### src/rtl/sync_fifo_ctrl_if.sv
// Producer/consumer bundle for sync_fifo_ctrl.
//   master : drives wdata, winc, rinc, flush, clr_err; observes the status and data outputs
//   slave  : the FIFO itself
//
// Handshake: a write transfers on a rising edge where winc=1 and wfull=0, and a read
// transfers where rinc=1 and rempty=0. flush=1 cancels both transfers for that edge.
// wfull/rempty play the role of the inverse ready, and the FIFO never stalls a transfer
// it has already accepted.
interface sync_fifo_ctrl_if #(
  parameter int DSIZE = 8,
  parameter int ASIZE = 4
);
  logic [DSIZE-1:0] wdata;
  logic             winc;
  logic             rinc;
  logic             flush;
  logic             clr_err;
  logic [DSIZE-1:0] rdata;
  logic             wfull;
  logic             rempty;
  logic             walmost_full;
  logic             ralmost_empty;
  logic [ASIZE:0]   wcount;
  logic             overflow;
  logic             underflow;

  modport master (
    output wdata, winc, rinc, flush, clr_err,
    input  rdata, wfull, rempty, walmost_full, ralmost_empty, wcount, overflow, underflow
  );

  modport slave (
    input  wdata, winc, rinc, flush, clr_err,
    output rdata, wfull, rempty, walmost_full, ralmost_empty, wcount, overflow, underflow
  );
endinterface

### src/rtl/sync_fifo_ctrl.sv
// Single-clock FIFO with an occupancy count, almost-full/almost-empty thresholds,
// sticky overflow/underflow flags, a synchronous flush and an optional
// first-word-fall-through read port.
// Ports:
//   clk : rising-edge clock for all logic
//   rst : synchronous active-high reset, which has priority over every other input
//   bus : sync_fifo_ctrl_if.slave (wdata/winc/rinc/flush/clr_err in; rdata and status out)
module sync_fifo_ctrl #(
  parameter int DSIZE     = 8,
  parameter int ASIZE     = 4,
  parameter int FWFT      = 0,
  parameter int AFULL_TH  = 12,
  parameter int AEMPTY_TH = 2
) (
  input  logic            clk,
  input  logic            rst,
  sync_fifo_ctrl_if.slave bus
);
  localparam int PTR_W = ASIZE + 1;
  localparam int DEPTH = 1 << ASIZE;

  logic [DSIZE-1:0] mem [DEPTH];

  // The pointers carry one extra bit so that full and empty can be told apart.
  logic [PTR_W-1:0] wptr_q, wptr_d;
  logic [PTR_W-1:0] rptr_q, rptr_d;
  logic [PTR_W-1:0] wcount_q, wcount_d;
  logic [DSIZE-1:0] rdata_q, rdata_d;
  logic             overflow_q, overflow_d;
  logic             underflow_q, underflow_d;

  logic             full, empty, wr_acc, rd_acc;
  logic [ASIZE-1:0] waddr, raddr;

  always_comb begin
    waddr  = wptr_q[ASIZE-1:0];
    raddr  = rptr_q[ASIZE-1:0];
    full   = (wptr_q[ASIZE] != rptr_q[ASIZE]) && (waddr == raddr);
    empty  = (wptr_q == rptr_q);
    // When the FIFO is full, a simultaneous read still goes through and only the write
    // is refused. When it is empty, only the write goes through.
    wr_acc = bus.winc && !full  && !bus.flush;
    rd_acc = bus.rinc && !empty && !bus.flush;
  end

  always_comb begin
    wptr_d      = wptr_q;
    rptr_d      = rptr_q;
    wcount_d    = wcount_q;
    rdata_d     = rdata_q;
    overflow_d  = overflow_q;
    underflow_d = underflow_q;
    if (bus.flush) begin
      // A flush empties the FIFO and cancels any transfer requested on the same edge.
      // Because nothing was attempted, the error flags stay as they are.
      wptr_d   = '0;
      rptr_d   = '0;
      wcount_d = '0;
    end else begin
      if (wr_acc) wptr_d = wptr_q + PTR_W'(1);
      if (rd_acc) begin
        rptr_d  = rptr_q + PTR_W'(1);
        rdata_d = mem[raddr];
      end
      case ({wr_acc, rd_acc})
        2'b10:   wcount_d = wcount_q + PTR_W'(1);
        2'b01:   wcount_d = wcount_q - PTR_W'(1);
        default: wcount_d = wcount_q;
      endcase
      // Setting a flag takes priority over clearing it on the same edge.
      if (bus.winc && full)       overflow_d  = 1'b1;
      else if (bus.clr_err)       overflow_d  = 1'b0;
      if (bus.rinc && empty)      underflow_d = 1'b1;
      else if (bus.clr_err)       underflow_d = 1'b0;
    end
  end

  always_ff @(posedge clk) begin
    if (rst) begin
      wptr_q      <= '0;
      rptr_q      <= '0;
      wcount_q    <= '0;
      rdata_q     <= '0;
      overflow_q  <= 1'b0;
      underflow_q <= 1'b0;
    end else begin
      wptr_q      <= wptr_d;
      rptr_q      <= rptr_d;
      wcount_q    <= wcount_d;
      rdata_q     <= rdata_d;
      overflow_q  <= overflow_d;
      underflow_q <= underflow_d;
    end
  end

  // Storage has no reset. The pointers alone decide which entries are valid.
  always_ff @(posedge clk) begin
    if (!rst && wr_acc) mem[waddr] <= bus.wdata;
  end

  // In first-word-fall-through mode the head entry is shown directly on rdata. Its
  // value is meaningless while the FIFO is empty.
  assign bus.rdata         = (FWFT != 0) ? mem[raddr] : rdata_q;
  assign bus.wfull         = full;
  assign bus.rempty        = empty;
  assign bus.wcount        = wcount_q;
  assign bus.walmost_full  = (wcount_q >= PTR_W'(AFULL_TH));
  assign bus.ralmost_empty = (wcount_q <= PTR_W'(AEMPTY_TH));
  assign bus.overflow      = overflow_q;
  assign bus.underflow     = underflow_q;
endmodule

### src/flat_wrapper.sv
// flat-port wrapper written by rule: the top's interface ports become plain ports
module sync_fifo_ctrl_flat 
#(
  parameter int DSIZE     = 8,
  parameter int ASIZE     = 4,
  parameter int FWFT      = 0,
  parameter int AFULL_TH  = 12,
  parameter int AEMPTY_TH = 2
)
  (clk, rst, bus_wdata, bus_winc, bus_rinc, bus_flush, bus_clr_err, bus_rdata, bus_wfull, bus_rempty, bus_walmost_full, bus_ralmost_empty, bus_wcount, bus_overflow, bus_underflow);
  sync_fifo_ctrl_if #(.DSIZE(DSIZE), .ASIZE(ASIZE)) bus_i ();
  input  logic clk;
  input  logic rst;
  input wire logic [$bits(bus_i.wdata)-1:0] bus_wdata;
  input wire logic [$bits(bus_i.winc)-1:0] bus_winc;
  input wire logic [$bits(bus_i.rinc)-1:0] bus_rinc;
  input wire logic [$bits(bus_i.flush)-1:0] bus_flush;
  input wire logic [$bits(bus_i.clr_err)-1:0] bus_clr_err;
  output wire logic [$bits(bus_i.rdata)-1:0] bus_rdata;
  output wire logic [$bits(bus_i.wfull)-1:0] bus_wfull;
  output wire logic [$bits(bus_i.rempty)-1:0] bus_rempty;
  output wire logic [$bits(bus_i.walmost_full)-1:0] bus_walmost_full;
  output wire logic [$bits(bus_i.ralmost_empty)-1:0] bus_ralmost_empty;
  output wire logic [$bits(bus_i.wcount)-1:0] bus_wcount;
  output wire logic [$bits(bus_i.overflow)-1:0] bus_overflow;
  output wire logic [$bits(bus_i.underflow)-1:0] bus_underflow;
  assign bus_i.wdata = bus_wdata;
  assign bus_i.winc = bus_winc;
  assign bus_i.rinc = bus_rinc;
  assign bus_i.flush = bus_flush;
  assign bus_i.clr_err = bus_clr_err;
  assign bus_rdata = bus_i.rdata;
  assign bus_wfull = bus_i.wfull;
  assign bus_rempty = bus_i.rempty;
  assign bus_walmost_full = bus_i.walmost_full;
  assign bus_ralmost_empty = bus_i.ralmost_empty;
  assign bus_wcount = bus_i.wcount;
  assign bus_overflow = bus_i.overflow;
  assign bus_underflow = bus_i.underflow;
  sync_fifo_ctrl #(.DSIZE(DSIZE), .ASIZE(ASIZE), .FWFT(FWFT), .AFULL_TH(AFULL_TH), .AEMPTY_TH(AEMPTY_TH)) u_core (.clk(clk), .rst(rst), .bus(bus_i));
endmodule
### config.mk
export PLATFORM = sky130hd
export DESIGN_NAME = sync_fifo_ctrl_flat
export DESIGN_NICKNAME = d
export VERILOG_FILES = /design/src/rtl/sync_fifo_ctrl_if.sv /design/src/rtl/sync_fifo_ctrl.sv /design/src/flat_wrapper.sv
export SDC_FILE = /design/constraint.sdc
export NUM_CORES = 1
export LEC_CHECK = 0
export CORE_UTILIZATION = 29
export CTS_CLUSTER_SIZE = 14
export DETAILED_ROUTE_END_ITERATION = 10
export SETUP_SLACK_MARGIN = 0.05
export SLEW_MARGIN = 20
export SYNTH_ARGS = -nofsm -noshare
export SYNTH_HDL_FRONTEND = slang
export SYNTH_SLANG_ARGS = --single-unit
### constraint.sdc
create_clock -name clk -period 7.19 [get_ports clk]
set_clock_uncertainty 0.2 [all_clocks]
set_input_delay 1.438 -clock clk [delete_from_list [all_inputs] [get_ports clk]]
set_output_delay 1.438 -clock clk [all_outputs]
set_load 0.02 [all_outputs]
**Yosys cells after proc, flatten, opt, wreduce, memory -nomap -nowiden**

Memories as Yosys holds them, arrays and structs flattened. A register that Yosys moved wholly into a read port is not among the register bits.
Cells that the tools add are included.

- Memories kept: 1
- Memory bits (writable): 128
- Bits in registers: 17
- Output and inout bits: 19
- Word-level logic and storage cells: 43
- Input port bits: 14

Memories:

| name | words | width | rd ports | clocked after memory_dff | wr ports | line | RTL |
|---|---|---|---|---|---|---|---|
| u_core.mem | 16 | 8 | 1 | 1 | 1 | sync_fifo_ctrl.sv:22 | `logic [DSIZE-1:0] mem [DEPTH];` |

- Bitwise operators: 1
- Order comparisons: 2
- Add/subtract/negate cells: 4
- Equality and inequality tests: 5
- Reductions and logical operators: 19
- Multiplexer cells: 6

Operators with widths:

| kind | number |
|---|---|
| adder 5 x 1 -> 5 bit (second input constant) | 3 |
| case mux 5 bit (2 select lines) | 1 |
| logical AND 1 bit | 8 |
| AND reduction 2 bit | 3 |
| nonzero test 2 bit | 3 |
| == test 5 bit | 1 |
| >= comparator 5 x 4 -> 1 bit (second input constant) | 1 |
| <= comparator 5 x 2 -> 1 bit (second input constant) | 1 |
| 2-to-1 mux 1 bit | 5 |
| subtractor 5 x 1 -> 5 bit (second input constant) | 1 |
| == test 4 bit | 1 |
| zero test 1 bit | 4 |
| == test 2 x 1 -> 1 bit (second input constant) | 1 |
| == test 2 bit (second input constant) | 1 |
| OR reduction 2 bit | 1 |
| != test 1 bit | 1 |
| NOT 1 bit | 1 |

**Logic depth before layout (Yosys ltp)**

- Depth after elaboration: 8
- Gate-level depth with buffers: 14
- Mapped depth without buffers: 12

**Worst setup path after synthesis**

OpenSTA, ideal clock, no wires.

- Path kind: input to register
- Start: input port bus_flush
- End: register u_core.wcount_q[4], in the netlist u_core.bus.wcount[4]
- Setup slack: 3.367 ns
- Setup time: 0.070 ns
- Required time: 6.920 ns
- Data arrival time: 3.553 ns
- Cell stages on the path: 11
- Buffers on the path: 1
- Path through: nand2b_1 a21oi_4 inv_2 buf_2 ha_1 ha_1 nor2b_1 o21ai_0 a21oi_1 or4_1 a21oi_1

- Word-level cells in the longest chain between the ends: 4
- Elaborated cells between the ends (all ways): 8
- Those cells by class: 2 x eq/ne; 1 x mux; 5 x reduce/logical

Ends and longest elaborated chain:

| what | line | RTL |
|---|---|---|
| from (decl) | flat_wrapper.sv:17 | `input wire logic [$bits(bus_i.flush)-1:0] bus_flush;` |
| zero test 1 bit | sync_fifo_ctrl.sv:42, sync_fifo_ctrl.sv:43 |  |
| logical AND 1 bit (on tied branches) | sync_fifo_ctrl.sv:43, sync_fifo_ctrl.sv:42 |  |
| == test 2 x 1 -> 1 bit / == test 2 bit (equally long branches) | sync_fifo_ctrl.sv:65 | `case ({wr_acc, rd_acc})` |
| case mux 5 bit (2 select lines) / nonzero test 2 bit (equally long branches) | - |  |
| to (signal assigned) | sync_fifo_ctrl.sv:89 | `wcount_q <= wcount_d;` |
| to (decl) | sync_fifo_ctrl.sv:27 | `logic [PTR_W-1:0] wcount_q, wcount_d;` |

Parallel ways exist; a longest one is shown, timed or not.
A chain may end at the register's enable or synchronous reset.

**Worst setup path in the final report**

Same ends and word-level chain as after synthesis.

==> impl.org <==
** Clock network
- Counting along the longest clock path gives a buffer depth of 2.
- The number of gates resized after CTS was 0.
- In this run, CTS created clock tree buffers numbering 17.
- Number of levels in the clock H-tree :: 4
- Clock tree synthesis found a total of between 150 and 200 sinks.
- TritonCTS built the clock tree.
- Post-CTS timing repair inserted 0 buffers for setup.
- Clock tree synthesis selected as its root buffer the cell clkbuf_16.
- The clock reaches the later pin of the worst-skew pair after approximately 0.43 ns.
- Clock Pin Slew Worst Setup and Hold Paths :: roughly 0.060 ns
- Count of hold-fix buffers inserted at cts :: 0

** Placement
- Final RePlAce weighted congestion :: between 0.7 and 0.8
- Dpl hpwl :: about 8500 microns
- OpenSTA, run right after detailed placement, puts the worst setup slack at 2.19 ns.
- Number of buffer cells added on primary ports :: 32

** Global routing
- The initial antenna violation count is 0.
- Wire length of the first global-routing pass :: approximately 21000 microns
- Global-route congestion overflow total :: 0
- Largest net degree at the start of global routing :: 54
- Via count of the first global-routing pass :: 3627
- Total track usage :: 13.1%

** Critical path
- Reg-to-reg critical path endpoint :: u_core.bus.wcount[4]$_SDFFE_PP0P_
- Data on the critical path is required at its endpoint by 7.34 ns.
- Kind of start point of the critical path :: input port
- Counting cells, the worst reg-to-reg path comes to 11.
- Worst-path fanout max :: 21
- The critical path is of the input port to flip-flop type.
- R2R Setup Slk :: 2.94 ns
- The worst setup path is captured at a flip-flop.
- Arrival time of data at the critical path endpoint :: around 4.8 ns
- Startpoint of the most critical register-to-register path :: u_core.rptr_q[3]$_SDFFE_PP0P_

** Final layout
- Summing all flip-flop and latch instances after layout gives about 4300 sq um.
- Multi-input combinational cell area :: 1840 sq um
- The final layout contains 460 nets.
- Relative to the synthesized area, the layout overhead comes to 19.9%.
- 0 antenna diodes ended up in the layout.
- Number of fill cells :: slightly above 2k
- Cells with a size suffix above 1 make up 21.6% of the layout.

** Drt
- The detailed router finished its first iteration with between 150 and 200 violations.
- Before antenna repair, the detailed router went through 6 iterations.
- The final layout contains routed wiring with a total length of approximately 13000 microns.
- WL per Instance :: approximately 18 microns
- In the routed design, unresolved DRC markers number 0.
- Remaining antenna violation count :: 0
- Via Count :: roughly 3.5k
- Vias per std cell :: around 4.8

** Pwr
- Combinational logic burns approximately 2.7% of the power.
- Part of the power in registers :: a little over half
- The worst-case IR drop observed on VDD is between 100 and 150 uV.
- In this run, the clock network consumes about 45% of the power.
- Sw Pwr :: ~0.00039 W
- In this run switching power makes up between 20% and 30% of total power.
- The design draws around 0.0018 W.
- Dividing total power by cell area gives a power density of between 200 and 250 nW/um^2.
- The internal power of the cells totals 0.00146 W.
- In this run the static leakage power is 2.37 nW.

** Synth
- The mapped netlist covers ~6300 sq um.
- Gate count of the mapped netlist :: around 390
- The share of the Yosys chip area taken by registers is around 69%.
- Counting distinct cell types in the post-synthesis netlist gives 43.
- A synthesized cell averages between 15 and 20 sq um.
- For this run, the leading register cell type out of synthesis is edfxtp_1.
- Yosys synthesis warning count :: 0
- Synthesized Nets :: around 420
- Number of synthesized flops with an enable pin :: roughly 130
- Count of state elements after synthesis :: 153
- Post-synth ARST share :: 0%

** STA
- For the pin with the worst max-slew slack, the measured transition is 0.908 ns.
- Final setup violation count :: 0
- The final hold violation count came to 0.
- Max-slew headroom at the worst pin :: about two fifths
- Minimum clock period :: 4.61 ns
- Worst path setup slack after routing :: between 2 and 3 ns
- Timing would allow up to between 0.2 and 0.25 GHz.
- Final setup TNS :: 0 ns
- Final clock period utilization by the worst path :: 64.2%
- Max-slew violations :: 0
- Setup repair after global routing left no endpoint under its margin.

** Floorplanning
- Horizontal die dimension :: 150 microns
- In this run the vertical extent of the chip is 150 microns.
- 33 I/O pins were placed.
- The die covers around 22000 sq um.
- Total number of placement rows :: 53
- The core region is approximately 21000 sq um.
- Initial cell density of the core :: between 20% and 30%

** Run
- Number of max-cap violations :: 0

** Hold path
- The worst hold path begins at u_core.bus.rdata[1]$_SDFFE_PP0P_.
- The min-delay analysis places its worst path in the category flip-flop to flip-flop.
- Counting instances, the worst hold path has a depth of 2.
- Sink of the worst hold path :: u_core.bus.rdata[1]$_SDFFE_PP0P_

** Outcome
- Run status :: completed
==> layer usage <==
layer | wire length (microns) | share of wire (%) | GRT usage, %
met1 | 6120 | 46 | 17.0
met2 | 6370 | 48 | 21.1
met3 | 611 | 4.6 | 4.05
met4 | 122 | 0.92 | 3.72
met5 | 0 | 0 | 0
==> registers in the layout (all words and copies together), names as in the netlist <==
name / flops
u_core.bus.underflow: 1
u_core.wptr_q: 5
u_core.mem: 128
u_core.bus.rdata: 8
u_core.rptr_q: 5
u_core.bus.overflow: 1
u_core.bus.wcount: 5
==> synth_stat cells (all sizes together), types with 2 or more instances <==
master  instances  share of area (%)
nand2           6               0.36
mux2           16                2.9
a21o            2               0.24
clkbuf          9               0.53
o22ai           8               0.79
buf            15                1.4
dfxtp          25                7.9
nor2           24                1.4
a211oi         18                2.1
nand2b          8               0.79
a21oi          18                1.6
o21ai           2               0.16
inv             9               0.53
ha              9                1.8
nand3           3               0.24
nor4            5               0.73
xnor2           7               0.97
nor3           17                1.3
mux2i           3               0.48
xor2            6               0.83
mux4           24                8.6
or4             2               0.24
nor4b           4               0.55
edfxtp        128                 61
nor2b          11                1.1
==> metrics by stage <==
step / hold WS [ns] / std cells / instance area [sq um] / utilization (%)
floorplan: 0.294 / 391 / 6320 / -
global placement: 0.275 / 692 / 7010 / 33.0
detailed placement: 0.297 / 692 / 7010 / 33.0
CTS: 0.308 / 724 / 7560 / 35.6
global route: 0.337 / 724 / 7570 / 35.7
finish: 0.299 / 724 / 7570 / 35.7
==> placed cells by master, fill, tap and decap left out, types with 2 or more instances in the layout <==
master,Yosys,final
clkdlybuf4s50_1,0,32
ha_1,9,9
clkinvlp_4,0,3
mux2_2,16,16
o21ai_0,2,2
nand2_1,6,6
o22ai_1,8,8
a21o_1,2,2
clkbuf_16,0,17
xnor2_1,7,7
dfxtp_1,25,23
a21oi_1,17,16
nor3_1,17,17
inv_6,0,4
dfxtp_2,0,2
edfxtp_1,128,128
nor4b_1,4,2
mux2i_1,3,3
mux4_2,24,24
clkbuf_1,9,2
or4_1,2,2
nand2b_1,8,8
clkinv_4,0,2
buf_4,4,18
nand3_1,3,3
inv_1,8,8
nor4_1,4,4
nor2_1,24,24
xor2_1,6,6
a211oi_1,18,18
clkinv_2,0,2
nor2b_1,11,11
==> cell type report <==
type / instances / share of cell area (%)
multi-input combinational: 205 / 24.3
clock buffer: 19 / 5.72
sequential: 153 / 57.4
clock inverter: 13 / 1.57
tap: 275 / 4.54
inverter: 9 / 0.446
timing repair buffer: 50 / 6.01
==> power groups by stage <==
stage	Combinational (W)	Clock [W]	Sequential, W
2_1_floorplan	0.0000198	0	0.000986
3_3_place_gp	0.0000490	0	0.000984
3_5_place_dp	0.0000515	0	0.000985
4_1_cts	0.0000517	0.000848	0.000966
5_1_grt	0.0000564	0.000884	0.000966
6_report	0.0000504	0.000831	0.000966
==> how the worst max path moves through the flow <==
stage                                              endpoint      start  slack (ns)  cells past startpoint
final                     u_core.bus.wcount[4]$_SDFFE_PP0P_  bus_flush        2.58                     11
after global routing      u_core.bus.wcount[4]$_SDFFE_PP0P_  bus_flush        2.38                     11
after CTS                 u_core.bus.wcount[4]$_SDFFE_PP0P_  bus_flush        2.63                     11
after detailed placement  u_core.bus.wcount[4]$_SDFFE_PP0P_  bus_flush        2.19                     11
after global placement    u_core.bus.wcount[4]$_SDFFE_PP0P_  bus_flush        2.36                     11
after floorplan           u_core.bus.wcount[4]$_SDFFE_PP0P_  bus_flush        3.37                     11
==> worst max-delay path, stage by stage <==
cell             delay [ns]
clkdlybuf4s50_1        0.48
nand2b_1               0.21
a21oi_2                0.67
ha_1                   0.37
inv_1                  0.10
fa_1                   0.38
nor2b_1                0.16
o21ai_0                0.12
and3_1                 0.22
or4_1                  0.43
a21oi_1                0.18
==> logic make-up after synthesis <==
group           after synthesis  share of synthesized area [%]
flops                       153                           68.8
buf+inv                      33                           2.46
xor+xnor                     13                           1.80
compound gates               54                           5.71
mux                          43                           11.9
fa+ha+maj                    10                           2.10
simple gates                 85                           7.27
(Power assumes the default switching activity.)
